===== src/rtl/arm7tdmi_cp15_unit.sv =====
// CP15 system-control coprocessor: the c0/c1/c5/c6/c13 registers behind a
// valid/ready coprocessor port with a fixed response latency.
module arm7tdmi_cp15_unit #(
  parameter logic [31:0] ID_VALUE   = 32'h41007700,
  parameter logic [31:0] CTRL_WMASK = 32'h00000087,
  parameter int unsigned LATENCY    = 2
) (
  input  logic        clk,
  input  logic        rst_n,
  input  logic        cp_valid,
  input  logic [1:0]  cp_op,
  input  logic [3:0]  cp_num,
  input  logic [2:0]  cp_opcode1,
  input  logic [3:0]  cp_crn,
  input  logic [3:0]  cp_crm,
  input  logic [2:0]  cp_opcode2,
  input  logic [31:0] cp_wdata,
  input  logic        cp_abort,
  input  logic        fault_valid,
  input  logic [7:0]  fault_status,
  input  logic [31:0] fault_addr,
  output logic        cp_present,
  output logic        cp_ready,
  output logic        cp_exception,
  output logic [31:0] cp_rdata,
  output logic        cp_busy,
  output logic [31:0] ctrl_reg
);

  localparam logic [1:0] OP_MCR = 2'b01;
  localparam logic [1:0] OP_MRC = 2'b10;
  localparam logic [3:0] LAT_M1 = 4'(LATENCY - 1);

  typedef enum logic [1:0] {
    S_IDLE = 2'd0,
    S_BUSY = 2'd1,
    S_RESP = 2'd2
  } state_t;

  state_t      state_q, state_d;
  logic [3:0]  cnt_q, cnt_d;
  logic [1:0]  op_q, op_d;
  logic [3:0]  crn_q, crn_d;
  logic [31:0] wdata_q, wdata_d;
  logic        exc_q, exc_d;
  logic [31:0] rdata_q, rdata_d;
  logic [31:0] c1_q, c1_d;
  logic [7:0]  c5_q, c5_d;
  logic [31:0] c6_q, c6_d;
  logic [6:0]  c13_q, c13_d;

  logic [3:0]  rd_crn_s;
  logic [31:0] rd_val_s;
  logic        req_ok_s;
  logic        commit_s;
  logic        unused_fields_s;

  assign unused_fields_s = &{1'b0, cp_crm, cp_opcode2};

  assign req_ok_s = (cp_num == 4'd15) && ((cp_op == OP_MCR) || (cp_op == OP_MRC)) &&
                    (cp_opcode1 == 3'd0) &&
                    ((cp_crn == 4'd0) || (cp_crn == 4'd1) || (cp_crn == 4'd5) ||
                     (cp_crn == 4'd6) || (cp_crn == 4'd13));

  // With LATENCY==1 the read happens on the accept edge, before crn_q is loaded.
  assign rd_crn_s = (state_q == S_IDLE) ? cp_crn : crn_q;

  always_comb begin
    case (rd_crn_s)
      4'd0:    rd_val_s = ID_VALUE;
      4'd1:    rd_val_s = c1_q;
      4'd5:    rd_val_s = {24'd0, c5_q};
      4'd6:    rd_val_s = c6_q;
      4'd13:   rd_val_s = {c13_q, 25'd0};
      default: rd_val_s = 32'd0;
    endcase
  end

  always_comb begin
    state_d = state_q;
    cnt_d   = cnt_q;
    op_d    = op_q;
    crn_d   = crn_q;
    wdata_d = wdata_q;
    exc_d   = exc_q;
    rdata_d = rdata_q;
    case (state_q)
      S_IDLE: begin
        if (cp_valid && !cp_abort) begin
          op_d    = cp_op;
          crn_d   = cp_crn;
          wdata_d = cp_wdata;
          if (req_ok_s) begin
            exc_d = 1'b0;
            cnt_d = LAT_M1;
            if (LAT_M1 == 4'd0) begin
              state_d = S_RESP;
              rdata_d = (cp_op == OP_MRC) ? rd_val_s : rdata_q;
            end else begin
              state_d = S_BUSY;
            end
          end else begin
            exc_d   = 1'b1;
            cnt_d   = 4'd0;
            state_d = S_RESP;
          end
        end else begin
          state_d = S_IDLE;
        end
      end
      S_BUSY: begin
        if (cp_abort) begin
          state_d = S_IDLE;
          cnt_d   = 4'd0;
        end else if (cnt_q <= 4'd1) begin
          cnt_d   = 4'd0;
          state_d = S_RESP;
          rdata_d = (op_q == OP_MRC) ? rd_val_s : rdata_q;
        end else begin
          cnt_d   = cnt_q - 4'd1;
          state_d = S_BUSY;
        end
      end
      S_RESP: begin
        state_d = S_IDLE;
        cnt_d   = 4'd0;
      end
      default: begin
        state_d = S_IDLE;
        cnt_d   = 4'd0;
      end
    endcase
  end

  // MCR commits on the edge closing RESP; a same-edge fault report overrides c5/c6.
  assign commit_s = (state_q == S_RESP) && !cp_abort && !exc_q && (op_q == OP_MCR);

  assign c1_d  = (commit_s && crn_q == 4'd1)  ? (wdata_q & CTRL_WMASK) : c1_q;
  assign c13_d = (commit_s && crn_q == 4'd13) ? wdata_q[31:25] : c13_q;
  assign c5_d  = fault_valid ? fault_status :
                 ((commit_s && crn_q == 4'd5) ? wdata_q[7:0] : c5_q);
  assign c6_d  = fault_valid ? fault_addr :
                 ((commit_s && crn_q == 4'd6) ? wdata_q : c6_q);

  always_ff @(posedge clk or negedge rst_n) begin
    if (!rst_n) begin
      state_q <= S_IDLE;
      cnt_q   <= 4'd0;
      op_q    <= 2'd0;
      crn_q   <= 4'd0;
      wdata_q <= 32'd0;
      exc_q   <= 1'b0;
      rdata_q <= 32'd0;
      c1_q    <= 32'd0;
      c5_q    <= 8'd0;
      c6_q    <= 32'd0;
      c13_q   <= 7'd0;
    end else begin
      state_q <= state_d;
      cnt_q   <= cnt_d;
      op_q    <= op_d;
      crn_q   <= crn_d;
      wdata_q <= wdata_d;
      exc_q   <= exc_d;
      rdata_q <= rdata_d;
      c1_q    <= c1_d;
      c5_q    <= c5_d;
      c6_q    <= c6_d;
      c13_q   <= c13_d;
    end
  end

  assign cp_present   = cp_valid && (cp_num == 4'd15);
  assign cp_ready     = (state_q == S_RESP) && !cp_abort;
  assign cp_exception = cp_ready && exc_q;
  assign cp_rdata     = rdata_q;
  assign cp_busy      = (state_q != S_IDLE);
  assign ctrl_reg     = c1_q;

endmodule


===== config.mk =====
export PLATFORM = sky130hd
export DESIGN_NAME = arm7tdmi_cp15_unit
export DESIGN_NICKNAME = d
export VERILOG_FILES = /design/src/rtl/arm7tdmi_cp15_unit.sv
export SDC_FILE = /design/constraint.sdc
export NUM_CORES = 1
export LEC_CHECK = 0
export ABC_AREA = 1
export CORE_ASPECT_RATIO = 1.2
export CORE_MARGIN = 4
export CORE_UTILIZATION = 49
export CTS_CLUSTER_SIZE = 20
export DETAILED_ROUTE_END_ITERATION = 12
export PLACE_DENSITY = 0.9
export RECOVER_POWER = 100
export SYNTH_ARGS = -nofsm -noshare
export SYNTH_HDL_FRONTEND = slang
export SYNTH_SLANG_ARGS = --single-unit

===== constraint.sdc =====
create_clock -name clk -period 2.3 [get_ports clk]
set_input_delay 0.345 -clock clk [delete_from_list [all_inputs] [get_ports clk]]
set_output_delay 0.345 -clock clk [all_outputs]
set_load 0.03 [all_outputs]

### Yosys cells after proc, flatten, opt, wreduce, memory -nomap -nowiden

Cells that the tools add are included.
W data, S select, Z words.

* $add $sub $neg: 1
* magnitude comparators: 1
* equality and inequality tests: 20
* multiplexer cells: 17
* bitwise operators: 1
* reductions and logical operators: 29

Operators by type and width (count)
* $pmux W32 S5: 1
* $mux W32: 2
* $eq A4 B3 Y1 const B: 6
* $eq A4 B4 Y1 const B: 4
* $mux W4: 4
* $mux W8: 2
* $logic_and A1 B1 Y1: 13
* $eq A4 B1 Y1 const B: 3
* $logic_not A4 Y1: 2
* $mux W2: 4
* $pmux W4 S2: 1
* $eq A2 B1 Y1 const B: 3
* $eq A2 B2 Y1 const B: 3
* $reduce_bool A2 Y1: 3
* $logic_or A1 B1 Y1: 5
* $le A4 B1 Y1 const B: 1
* $pmux W2 S2: 1
* $reduce_and A4 Y1: 1
* $sub A4 B1 Y4 const B: 1
* $logic_not A3 Y1: 1
* $logic_not A1 Y1: 2
* $logic_not A2 Y1: 1
* $mux W1: 2
* $ne A2 B1 Y1 const B: 1
* 2 further kinds: 2

* flip-flop bits (word level): 128
* word-level logic and storage cells: 80

### Longest topological paths before layout

* word-level depth: 9
* depth in mapped cells: 13

### Least setup slack after synthesis

No wires, ideal clock.

* path kind: register to register
* start point: reg cnt_q[0]
* end point: reg rdata_q[16], in the netlist cp_rdata[16]
* library setup time: 0.118 ns
* arrival: 1.585 ns
* data required time: 2.182 ns
* slack: 0.597 ns
* stages on the path, launching flop included: 11
* buffers on the path: 1
* clock period less this slack: 1.703 ns
* cell sequence: dfrtp_1 > inv_1 > ha_1 > nor2_1 > nor3_1 > nand2_1 > nor2_1 > inv_1 > clkbuf_1 > nand2_1 > nand2_1

* word-level cells in the longest chain between the ends: 2

RTL lines
* start: declaration: RTL line 41 `logic [3:0] cnt_q, cnt_d;`
* start signal: assignment: RTL line 160 `cnt_q <= cnt_d;`
* $le A4 B1 Y1: RTL line 115 `end else if (cnt_q <= 4'd1) begin`
* $reduce_and A4 Y1 (no line)
* end signal: assignment: RTL line 165 `rdata_q <= rdata_d;`
* end: declaration: RTL line 46 `logic [31:0] rdata_q, rdata_d;`

Every way passes these cells.
A chain may end at the register's enable or synchronous reset.

### Final worst setup path

* start point: reg state_q[0]
* end point: out cp_exception

* word-level cells in the longest chain between the ends: 3

RTL lines
* start: declaration: RTL line 40 `state_t state_q, state_d;`
* start signal: assignment: RTL line 159 `state_q <= state_d;`
* $eq A2 B2 Y1: RTL line 174 `assign cp_ready = (state_q == S_RESP) && !cp_abort;`
* $logic_and A1 B1 Y1: RTL line 174
* $logic_and A1 B1 Y1: RTL line 175 `assign cp_exception = cp_ready && exc_q;`
* end: declaration: RTL line 24 `output logic cp_exception,`

Every way passes these cells.

==> impl_metrics.py <==
metrics = {
    "pwr": {
        "power_frac_seq_pct": 42.0,
        "cellLeakagePower_nw": 4.30,
        "power_w": 0.00618,
        "power_frac_comb_pct": 12.8,
        "pwr-share-clk_pct": 45.2,
        "ir_drop_mv": 0.405,
        "sw_frac_of_total_pct": 25.7,
        "internal_power_w": 0.00459,
        "p_per_area_nw_per_um2": 757,
        "switchingPower_w": 0.00159,
    },
    "timing": {
        "worst_clock_skew_ns": 0.00569,
        "tightest_slew_ns": 1.11,
        "fin_hold_ws_ns": 0.465,
        "fin_crit_ns": 2.24,
        "finalHoldViolations": 0,
        "setup_slack_ns": 0.0649,
        "relSlewSlack_pct": 25.7,
        "post-route-period-util_pct": 97.2,
        "drv_slew": 0,
        "setup_violations": 0,
        "timing.fmax_mhz": 447,
        "fin_setup_tns_ns": 0,
    },
    "cells_and_area": {
        "regArea_um2": 3200,
        "drive_gt1_share_pct": 6.19,
        "multiInputGateArea_um2": 2560,
        "antenna_cells": 0,
        "syn_to_final_growth_pct": 32.9,
        "fin_area_um2": 8170,
        "fill_cells": 905,
        "final_nets": 1023,
    },
    "place": {
        "placed_area_um2": 7530,
        "hpwl_mm": 11.7,
        "port_buffers": 129,
        "place_ws_ns": 0.153,
        "gp_congestion": 0.872,
    },
    "global_routing": {
        "grt.total_usage_pct": 24.7,
        "antenna_found_initial": 0,
        "grt.overflow.total": 0,
        "grt_pass1_vias": 5630,
        "grt_max_degree": 69,
        "grt_pass1_wl_mm": 27.4,
    },
    "synthesis": {
        "synth_cell_type_count": 26,
        "synthFlopType": "dfrtp_1",
        "ys_ff_latch": 128,
        "yosysMostFrequentCell": "nand2_1",
        "synthTopCellsByArea": "dfrtp_1 52%, nand2_1 23%, nand3_1 8.2%, buf_4 3.5%, o21ai_0 2.8%",
        "yosys_warnings": 0,
        "synth.top_cell.area_share_pct": 52.1,
        "syn_avg_cell_area_um2": 7.72,
        "ys_seq_area_share_pct": 52.1,
        "yosysTopAreaCell": "dfrtp_1",
        "netlist_area_um2": 6150,
        "synth_common_cells": "372 x nand2_1, 128 x dfrtp_1, 101 x nand3_1",
        "ys_async_sr_fraction_pct": 100,
        "synthCells": 796,
        "synth_edf_count": 0,
    },
    "clock_tree": {
        "root_buffer": "clkbuf_16",
        "cts_tree": "done",
        "cts.path.max_buffers": 2,
        "worstSkewPairLatency_ns": 0.42,
        "clock_sinks": 128,
        "clk_pin_slew_ns": 0.05,
        "htree_levels": 4,
        "cts_buffers": 17,
    },
    "setup_path": {
        "worstSetupPathType": "flop to output port",
        "max_stage_delay_ns": 0.68,
        "crit_arrival_ns": 1.89,
        "critPathCaptureType": "output port",
        "crit_family": "buffers and inverters",
        "critPathLaunchType": "flop",
        "worstPathMaxFanout": 5,
        "slowest_stage": "clkdlybuf4s50_1",
        "required_ns": 1.96,
        "worstPathCellList": "inv_1 -> nand3_2 -> nor2_1 -> clkdlybuf4s50_1",
        "worstPathBufferInverterCount": 2,
    },
    "floorplan": {
        "ios": 165,
        "coreArea_um2": 12200,
        "die_x_um": 110,
        "start_util_pct": 50.5,
        "dieArea_um2": 14400,
        "rows": 44,
        "die-height_um": 131,
    },
    "drt": {
        "drt_first_pass_iters": 6,
        "ant_nets": 0,
        "routed_via_density": 5.34,
        "num_vias": 5868,
        "drc": 0,
        "drt_iter0_drc": 538,
        "wirelength_mm": 17.4,
        "wl_per_cell_um": 15.8,
    },
    "status": {
        "status": "finished clean",
    },
    "min_path": {
        "hp-class": "input port to flop",
    },
    "flow_run": {
        "drv_cap": 0,
    },
}
## placed cells by master (no fill, tap or decap)
cell type and instances:
nand2_1 373, dfrtp_1 128, nand3_1 101, clkdlybuf4s50_1 91, dlygate4sd3_1 38, o21ai_0 34
inv_1 29, conb_1 28, nand4_1 20, clkbuf_16 17, nor2_1 13, buf_4 12
nor3_1 8, clkbuf_1 6, clkinvlp_4 5, clkinv_2 4, bufinv_16 4, a21oi_1 3
nand2_2 2, nor4_4 2, nor2_2 2, and3_1 2, ha_1 2, clkbuf_2 2
buf_12 2, xnor2_1 1, nor2_4 1, o21bai_1 1, nand3_2 1, nor3b_1 1
inv_2 1, clkbuf_8 1, buf_6 1, clkbuf_4 1
## power by group through the flow
stage	combinational [W]	sequential (W)	clock (W)
floorplan	0.000475	0.00258	0
global placement	0.000750	0.00261	0
detailed placement	0.000770	0.00262	0
CTS	0.000789	0.00259	0.00280
global route	0.000881	0.00261	0.00290
finish	0.000790	0.00259	0.00280
## worst paths after layout
path	cells past startpoint	slack (ns)	to	from
hold / removal	3	0.46	wdata_q[16]	cp_wdata[16]
max in group asynchronous	3	0.37	cp_rdata[10]	rst_n
hold reg to reg	2	0.47	cp_rdata[16]	cp_rdata[16]
min in group asynchronous	2	0.66	wdata_q[30]	rst_n
setup reg to reg	6	0.20	wdata_q[31]	state_q[0]
setup / recovery	4	0.06	cp_exception	state_q[0]
## kinds of logic after synthesis
family                     share of synthesized area, %
and+or+nand+nor                                    35.9
DFF                                                52.1
buffers and inverters                              8.20
AOI/OAI and AO/OA                                  3.13
adders and majority gates                         0.407
xor gates and xnor gates                          0.143
other                                            0.0610
## area by class of cell
| class | count | area share [%] |
|---|---|---|
| clock buffers | 21 | 5.52 |
| clock inverters | 11 | 1.99 |
| inverters | 31 | 1.47 |
| multi-input cells | 595 | 31.3 |
| flip-flops and latches | 128 | 39.2 |
| well taps | 161 | 2.47 |
| repair buffers | 150 | 17.9 |
| repair inverters | 1 | 0.0919 |
## tightest hold or removal path, cell delays in order
cell             delay (ns)
clkdlybuf4s50_1        0.40
nand2_1                0.06
nand2_1                0.04
## stage by stage
| stage | cells | util (%) |
|---|---|---|
| after floorplan | 823 | - |
| after global routing | 1098 | 67.1 |
| final | 1098 | 67.1 |
| after detailed placement | 1062 | 61.9 |
| after CTS | 1095 | 67.0 |
| after global placement | 1062 | 61.9 |
## layer usage
| layer | wire, um | vias up | global-route usage, % |
|---|---|---|---|
| met4 | 519 | 0 | 11.2 |
| met1 | 6450 | 2734 | 30.8 |
| met2 | 8680 | 338 | 40.7 |
| met3 | 1730 | 54 | 6.09 |
| li1 | - | 2742 | - |
| met5 | 0 | - | 0 |
## what timing repair did
item,in CTS,in global routing
endpoints found under the setup margin,0,32
resized for setup,0,4
hold endpoints to repair,16,0
buffers inserted,0,2
hold buffers,1,0
Power figures use the tool's default switching activity.
